[config.mk]
export PLATFORM = sky130hd
export DESIGN_NAME = stack
export DESIGN_NICKNAME = d
export VERILOG_FILES = /design/src/rtl/stack.sv
export SDC_FILE = /design/constraint.sdc
export NUM_CORES = 1
export LEC_CHECK = 0
export ABC_AREA = 1
export CORE_MARGIN = 8
export CORE_UTILIZATION = 50
export CTS_BUF_LIST = sky130_fd_sc_hd__clkbuf_2
export DETAILED_ROUTE_END_ITERATION = 8
export GPL_ROUTABILITY_DRIVEN = 0
export MAX_ROUTING_LAYER = met4
export PLACE_DENSITY = 0.69
export SETUP_SLACK_MARGIN = 0.5
export SYNTH_ARGS = -nofsm -noshare
export SYNTH_HDL_FRONTEND = slang
export SYNTH_SLANG_ARGS = --single-unit
[constraint.sdc]
create_clock -name clock -period 10.2 [get_ports clock]
set_clock_uncertainty 0.2 [all_clocks]
set_input_delay 1.02 -clock clock [delete_from_list [all_inputs] [get_ports clock]]
set_output_delay 1.02 -clock clock [all_outputs]
set_load 0.005 [all_outputs]
[src/rtl/stack.sv]
// LIFO assignment trail for DPLL search: each entry holds {type, value, variable index}.
// Pops present the removed top entry on registered outputs one edge later.
module stack #(
    parameter int VARIABLE_INDEXES = 128,
    parameter int NUM_VARIABLE     = 8
) (
    input  logic                        clock,
    input  logic                        reset,
    input  logic                        push,
    input  logic                        pop,
    input  logic                        type_in,
    input  logic                        val_in,
    input  logic [VARIABLE_INDEXES-1:0] var_in,
    output logic [VARIABLE_INDEXES-1:0] var_out,
    output logic                        type_out,
    output logic                        val_out,
    output logic                        empty,
    output logic                        full
);

    localparam int CW = $clog2(NUM_VARIABLE + 1);
    localparam int AW = (NUM_VARIABLE > 1) ? $clog2(NUM_VARIABLE) : 1;
    localparam int EW = VARIABLE_INDEXES + 2;

    logic [EW-1:0] entry_mem [NUM_VARIABLE];
    logic [CW-1:0] count;
    logic [CW-1:0] top_cnt;
    logic [AW-1:0] wr_idx;
    logic [AW-1:0] top_idx;
    logic [EW-1:0] top_entry;
    logic [EW-1:0] new_entry;
    logic          do_pop;
    logic          do_swap;
    logic          do_push;

    assign empty     = (count == '0);
    assign full      = (count == CW'(NUM_VARIABLE));
    assign top_cnt   = count - CW'(1);
    assign wr_idx    = count[AW-1:0];
    assign top_idx   = top_cnt[AW-1:0];
    assign top_entry = entry_mem[top_idx];
    assign new_entry = {type_in, val_in, var_in};

    // A pop on a non-empty stack wins; with push also high it becomes an in-place
    // replace of the top, so a full stack can still swap its top entry.
    assign do_swap = pop & ~empty & push;
    assign do_pop  = pop & ~empty & ~push;
    assign do_push = push & ~full & ~(pop & ~empty);

    always_ff @(posedge clock) begin
        if (do_push) begin
            entry_mem[wr_idx] <= new_entry;
        end else if (do_swap) begin
            entry_mem[top_idx] <= new_entry;
        end
    end

    always_ff @(posedge clock or posedge reset) begin
        if (reset) begin
            count    <= '0;
            var_out  <= '0;
            type_out <= 1'b0;
            val_out  <= 1'b0;
        end else begin
            if (do_push) begin
                count <= count + CW'(1);
            end else if (do_pop) begin
                count <= top_cnt;
            end
            if (do_pop || do_swap) begin
                type_out <= top_entry[EW-1];
                val_out  <= top_entry[EW-2];
                var_out  <= top_entry[VARIABLE_INDEXES-1:0];
            end
        end
    end

endmodule

==> results of run 1 <==
[synthesized netlist by cell type]
master / n
buf_1: 18
inv_8: 1
dfrtp_1: 134
nand3_4: 1
buf_6: 37
nand2_1: 1610
buf_4: 5
ha_1: 2
nand4_1: 5
xnor2_1: 1
edfxtp_1: 1040
nand2_4: 1
o211ai_1: 13
o21ai_0: 119
xor2_1: 1
nand2_2: 1
buf_2: 144
buf_8: 2
inv_1: 278
nand3_1: 527
buf_12: 1
inv_2: 3
inv_4: 1
nand4_2: 1
nand3b_1: 1
nor2_1: 247
clkbuf_1: 26
[power breakdown]
group / total, mW / internal [mW] / leakage (nW) / switching [mW]
Combinational: 6.29 / 2.01 / 9.14 / 4.28
Sequential: 6.69 / 6.27 / 11.1 / 0.418
Clock: 3.13 / 1.29 / 2.13 / 1.83
[final cells by class]
cell class / instances / area [µm²] / area share [%]
multi-input combinational: 2530 / 10500 / 19.4
timing repair buffer: 388 / 3890 / 7.15
tap: 1265 / 1580 / 2.91
inverter: 283 / 1100 / 2.02
sequential: 1174 / 34600 / 63.6
clock buffer: 475 / 2380 / 4.37
clock inverter: 53 / 289 / 0.531
antenna: 12 / 30.0 / 0.0552
[worst max path at each step]
stage | startpoint | to | slack, ns
after global placement | count[0] | entry_mem[3][118] | 4.80
final | count[0] | entry_mem[3][124] | 4.69
after detailed placement | count[0] | entry_mem[3][123] | 4.76
after CTS | count[0] | entry_mem[3][124] | 4.59
after global routing | count[0] | entry_mem[3][124] | 4.35
after floorplan | count[0] | entry_mem[2][0] | 2.00
[cells by family after synthesis]
group                    count (synthesis)
adder cells (fa/ha/maj)                  2
flip-flops                            1174
buffers and inverters                  516
XOR/XNOR                                 2
AO/OA/AOI/OAI                          132
AND/OR/NAND/NOR                       2394
[routing by layer]
| layer | vias up | track usage [%] |
|---|---|---|
| met3 | 147 | 5.01 |
| li1 | 15200 | - |
| met2 | 1213 | 35.6 |
| met5 | - | - |
| met4 | 0 | 7.11 |
| met1 | 15400 | 29.6 |
[flip-flops by register name (all words and copies together) (netlist names)]
register,flops
val_out,1
type_out,1
var_out,128
entry_mem,1040
count,4
[per-stage QoR]
stage	power (mW)	setup WS (ns)	hold WS (ns)	util [%]	cells
2_1_floorplan	11.1	2.00	0.273	-	4220
3_3_place_gp	13.0	4.80	0.264	53.7	5549
3_5_place_dp	13.1	4.76	0.265	53.7	5549
4_1_cts	16.3	4.59	0.00216	57.5	6168
5_1_grt	17.3	4.35	0.0577	57.5	6179
6_report	16.1	4.69	0.216	57.5	6180
[worst max-delay path, delay by kind of cell (launching register included)]
kind	cells	cell delay, ns
AND/OR/NAND/NOR	4	1.18
flip-flops	1	1.02
adder cells (fa/ha/maj)	1	0.57
buffers and inverters	3	1.87
[what timing repair did]
action,in CTS,in global routing
hold buffers,91,0
resized for setup,0,0
hold endpoints to repair,612,0
==> results.json, run 1 <==
{
  "status": "complete, no violations",
  "synth_top_family_by_area": "simple AND/OR/NAND/NOR gates",
  "timing.final.crit_period_ns": 5.51,
  "crit_slowest_cell": "dfrtp_4",
  "ant_nets": 0,
  "slew_headroom_pct": 20.6,
  "antenna_found_initial": 10,
  "min_path_type": "input port to flip-flop",
  "hold_violations": 0,
  "netlist.area_leader.share_pct": 65.8,
  "synth.cell_area_um2": 47500,
  "fillers": 7768,
  "ios": 266,
  "place_area_um2": 50800,
  "path_class": "flip-flop to flip-flop",
  "ys_ff_latch": 1174,
  "maxSlewViolCount": 0,
  "period_share_pct": 54.0,
  "port-buffer-count": 265,
  "final_area_um2": 54400,
  "grt_pass1_wl_um": 180000,
  "cts-root-buf": "clkbuf_2",
  "wl_met1_um": 49300,
  "avgSynthCellArea_um2": 11.3,
  "dieArea_um2": 105000,
  "top_layer": "met4",
  "cts.sinks": 1174,
  "dieWidth_um": 324,
  "hp-start": "var_in[96]",
  "grt_usage_pct": 22.7,
  "htree_levels": 5,
  "ir_worst_vdd_mv": 0.279,
  "cts.clk_slew.worst_paths_ns": 0.11,
  "layout_commonest_cell": "nand2_1",
  "core-area_um2": 94600,
  "via_count": 31900,
  "power_leakage_nw": 22.3,
  "grt_overflow": 0,
  "start_util_pct": 50.2,
  "cts_buffers": 307,
  "rsz0062_at_grt": "false",
  "path_cells": "inv_16 > ha_4 > inv_8 > nand4_1 > nand2_1 > nand2_1 > nor2_4 > buf_4",
  "syn_nets": 4356,
  "clk_path_buf_depth": 4,
  "synth_compound_area_share_pct": 1.46,
  "rows": 113,
  "synthCells": 4220,
  "initialDrtViolationCount": 2902,
  "hold-path-endpoint": "entry_mem[4][96]",
  "synth-xor-area-share_pct": 0.0369,
  "dp_hpwl_um": 58000,
  "cts_tree": "done",
  "routed_wl_um": 117000,
  "r2r_setup_slack_ns": 4.69,
  "dieHeight_um": 324,
  "p_per_area_nw_per_um2": 296,
  "viasPerCell": 5.17,
  "final_cell_mix": "1609 x nand2_1, 1040 x edfxtp_1, 527 x nand3_1",
  "crit_required_ns": 10.93,
  "whs_path_depth": 1,
  "yosysWarnings": 0,
  "r2r_start": "count[0]",
  "synth_area_leader_cell": "edfxtp_1",
  "reg2reg_depth": 8,
  "post_cts_buffers": 0,
  "crit_arrival_ns": 6.24,
  "cp-end-kind": "flip-flop",
  "final_nets": 4820,
  "slowest_delay_ns": 1.02,
  "wl_met2_um": 56500,
  "yosys.cell_types.count": 27,
  "grt_max_degree": 215,
  "crit_path_start_kind": "flip-flop",
  "cpMostUsedCell": "nand2_1",
  "drcViolationCount": 0,
  "fin_tns_setup_ns": 0,
  "synthMuxAreaShare_pct": 0,
  "clk_latency_ns": 1.42,
  "wl_per_cell_um": 18.9,
  "synthSimpleGateAreaFrac_pct": 20.4,
  "maxCapViolCount": 0,
  "finalSetupViolations": 0,
  "path_max_fanout": 155,
  "synth-seq-area-share_pct": 72.8,
  "synth_fa_ha_area_share_pct": 0.0527,
  "reg2reg_to": "entry_mem[3][124]",
  "worst_pin_slew_ns": 1.19,
  "grt_pass1_vias": 31700,
  "dr_wl_met3_um": 9260,
  "drt-pass1-iter-count": 6,
  "ys_top_cells_by_area": "edfxtp_1 66%, nand2_1 13%, dfrtp_1 7.1%, nand3_1 5.6%, inv_1 2.2%",
  "drive_gt1_share_pct": 11.1,
  "max_clock_freq_ghz": 0.182,
  "area_growth_pct": 14.6
}
Power figures use the tool's default switching activity.
==> inputs of run 2 (changes only) <==
--- a/config.mk
+++ b/config.mk
@@ -12,7 +12,7 @@
 export DETAILED_ROUTE_END_ITERATION = 8
 export GPL_ROUTABILITY_DRIVEN = 0
 export MAX_ROUTING_LAYER = met4
-export PLACE_DENSITY = 0.69
+export PLACE_DENSITY = 0.71
 export SETUP_SLACK_MARGIN = 0.5
 export SYNTH_ARGS = -nofsm -noshare
 export SYNTH_HDL_FRONTEND = slang
==> constraint.sdc (replaced) <==
create_clock -name clock -period 4.4 [get_ports clock]
set_clock_uncertainty 0.2 [all_clocks]
set_input_delay 0.44 -clock clock [delete_from_list [all_inputs] [get_ports clock]]
set_output_delay 0.44 -clock clock [all_outputs]
set_load 0.005 [all_outputs]
==> run 2 against run 1 <==
  * Core utilization is 2.2 points higher
  * Die area stayed put
  * Critical path depth is 3 lower
  * Non-clock buffer count is 204 higher
  * Power is 130% higher
  * Via count is 2.3% higher
  * Largest power group unchanged
==> results.json, run 2 (synthesis results as in run 1) <==
{
  "cp-end-kind": "output pin",
  "max_clock_freq_ghz": 0.272,
  "rsz0062_at_grt": "false",
  "viasPerCell": 5.14,
  "p_per_area_nw_per_um2": 665,
  "drive_gt1_share_pct": 10.2,
  "area_growth_pct": 18.9,
  "dp_hpwl_um": 58000,
  "path_buf_inv": 3,
  "regMostFlops": "entry_mem",
  "maxSlewViolCount": 0,
  "cts_tree": "done",
  "via_count": 32700,
  "path_class": "flip-flop to output pin",
  "htree_levels": 5,
  "fin_cells": 6362,
  "fin_tns_setup_ns": 0,
  "final_nets": 5022,
  "reg.largest.list": "entry_mem: 1040 flops, var_out: 128 flops, count: 4 flops",
  "clk_latency_ns": 1.47,
  "crit_path_start_kind": "flip-flop",
  "ios": 266,
  "crit_slowest_cell": "dfrtp_4",
  "path_delay_family": "buffers and inverters",
  "cts.clk_slew.worst_paths_ns": 0.11,
  "antenna_found_initial": 8,
  "grt_max_degree": 192,
  "dieWidth_um": 324,
  "period_share_pct": 83.5,
  "status": "complete, no violations",
  "cts.sinks": 1174,
  "fillers": 7535,
  "layout_commonest_cell": "nand2_1",
  "grt_overflow": 0,
  "min_path_type": "input port to flip-flop",
  "grt_pass1_vias": 32400,
  "grt_pass1_wl_um": 184000,
  "final_cell_mix": "1606 x nand2_1, 1040 x edfxtp_1, 525 x nand3_1",
  "dieHeight_um": 324,
  "grt_usage_pct": 23.2,
  "drcViolationCount": 0,
  "finalSetupViolations": 0,
  "dp.cells": 5560,
  "timing.final.crit_period_ns": 3.68,
  "start_util_pct": 50.2,
  "largest_register_ffs": 1040,
  "wl_per_cell_um": 18.8,
  "path_max_fanout": 17,
  "core-area_um2": 94600,
  "hold_violations": 0,
  "routed_wl_um": 119000,
  "timing.final.ws_setup_ns": 0.724,
  "dieArea_um2": 105000,
  "port-buffer-count": 265,
  "rows": 113,
  "maxCapViolCount": 0,
  "ir_worst_vdd_mv": 1.97,
  "clk_path_buf_depth": 4,
  "cts_buffers": 303,
  "slew_headroom_pct": 18.0,
  "power_leakage_nw": 23.1,
  "worst_pin_slew_ns": 1.23,
  "cts-root-buf": "clkbuf_2",
  "path_cells": "inv_16 > ha_4 > nand3_4 > inv_2 > clkdlybuf4s50_1",
  "place_ws_ns": 0.916,
  "crit_arrival_ns": 3.04,
  "crit_required_ns": 3.76,
  "initialDrtViolationCount": 3115,
  "drt-pass1-iter-count": 6,
  "slowest_delay_ns": 0.54,
  "ant_nets": 0
}
## run 2: cell types whose count changed in the layout (fill, tap and decap cells not counted), moves of 4 or more
cell,change
clkinv_2,-4
clkbuf_2,-42
buf_12,+9
dlygate4sd3_1,+191
clkinv_1,+26
## run 2: layer usage
| metal | wire, µm | vias up | track usage (%) |
|---|---|---|---|
| li1 | - | 15600 | - |
| met1 | 48300 | 15600 | 29.1 |
| met2 | 58700 | 1299 | 37.2 |
| met3 | 9040 | 217 | 5.09 |
| met4 | 3430 | 0 | 8.99 |
| met5 | 0 | - | - |
## run 2: final cells by class
cell class                 instances  area (µm²)  area share, %
timing repair buffer             592        6020           10.7
inverter                         283        1100           1.95
timing repair inverter             2        17.5         0.0310
sequential                      1174       34600           61.3
clock buffer                     433        2170           3.84
antenna                            9        22.5         0.0399
tap                             1265        1580           2.80
clock inverter                    74         412          0.729
multi-input combinational       2530       10600           18.7
## run 2: path summary, 6_finish.rpt
check / from / end / slack (ns) / cells after the start
min in group asynchronous: reset / var_out[10] / 0.30 / 4
setup reg to reg: count[0] / var_out[85] / 0.78 / 10
hold reg to reg: var_out[84] / var_out[84] / 0.28 / 2
max in group asynchronous: reset / var_out[83] / 2.75 / 5
setup / recovery: count[0] / empty / 0.72 / 5
hold / removal: var_in[16] / entry_mem[6][16] / 0.19 / 2
## run 2: metrics by stage
| step | utilization (%) | cell area [µm²] | power, mW | hold WS [ns] |
|---|---|---|---|---|
| 4_1_cts | 59.7 | 56400 | 37.8 | 0.000301 |
| 6_report | 59.7 | 56500 | 37.5 | 0.194 |
| 3_3_place_gp | 53.9 | 51000 | 30.2 | 0.264 |
| 5_1_grt | 59.7 | 56500 | 40.2 | 0.0568 |
| 2_1_floorplan | - | 47600 | 25.5 | 0.273 |
| 3_5_place_dp | 53.9 | 51000 | 30.4 | 0.266 |
## run 2: what timing repair did
| item | CTS | global route |
|---|---|---|
| buffers inserted | 2 | 0 |
| pin swaps | 1 | 0 |
| hold buffers | 282 | 0 |
| cloned | 2 | 0 |
| endpoints found under the setup margin | 2 | 25 |
| endpoints found under the hold margin | 1188 | 0 |
| gates resized for setup | 2 | 1 |
## run 2: power breakdown
group / internal (mW) / total (mW) / leakage (nW) / switching, mW
Sequential: 14.5 / 15.3 / 11.1 / 0.774
Combinational: 4.93 / 15.2 / 10.0 / 10.2
Clock: 2.90 / 7.07 / 2.00 / 4.17
Total: 22.4 / 37.5 / 23.1 / 15.2
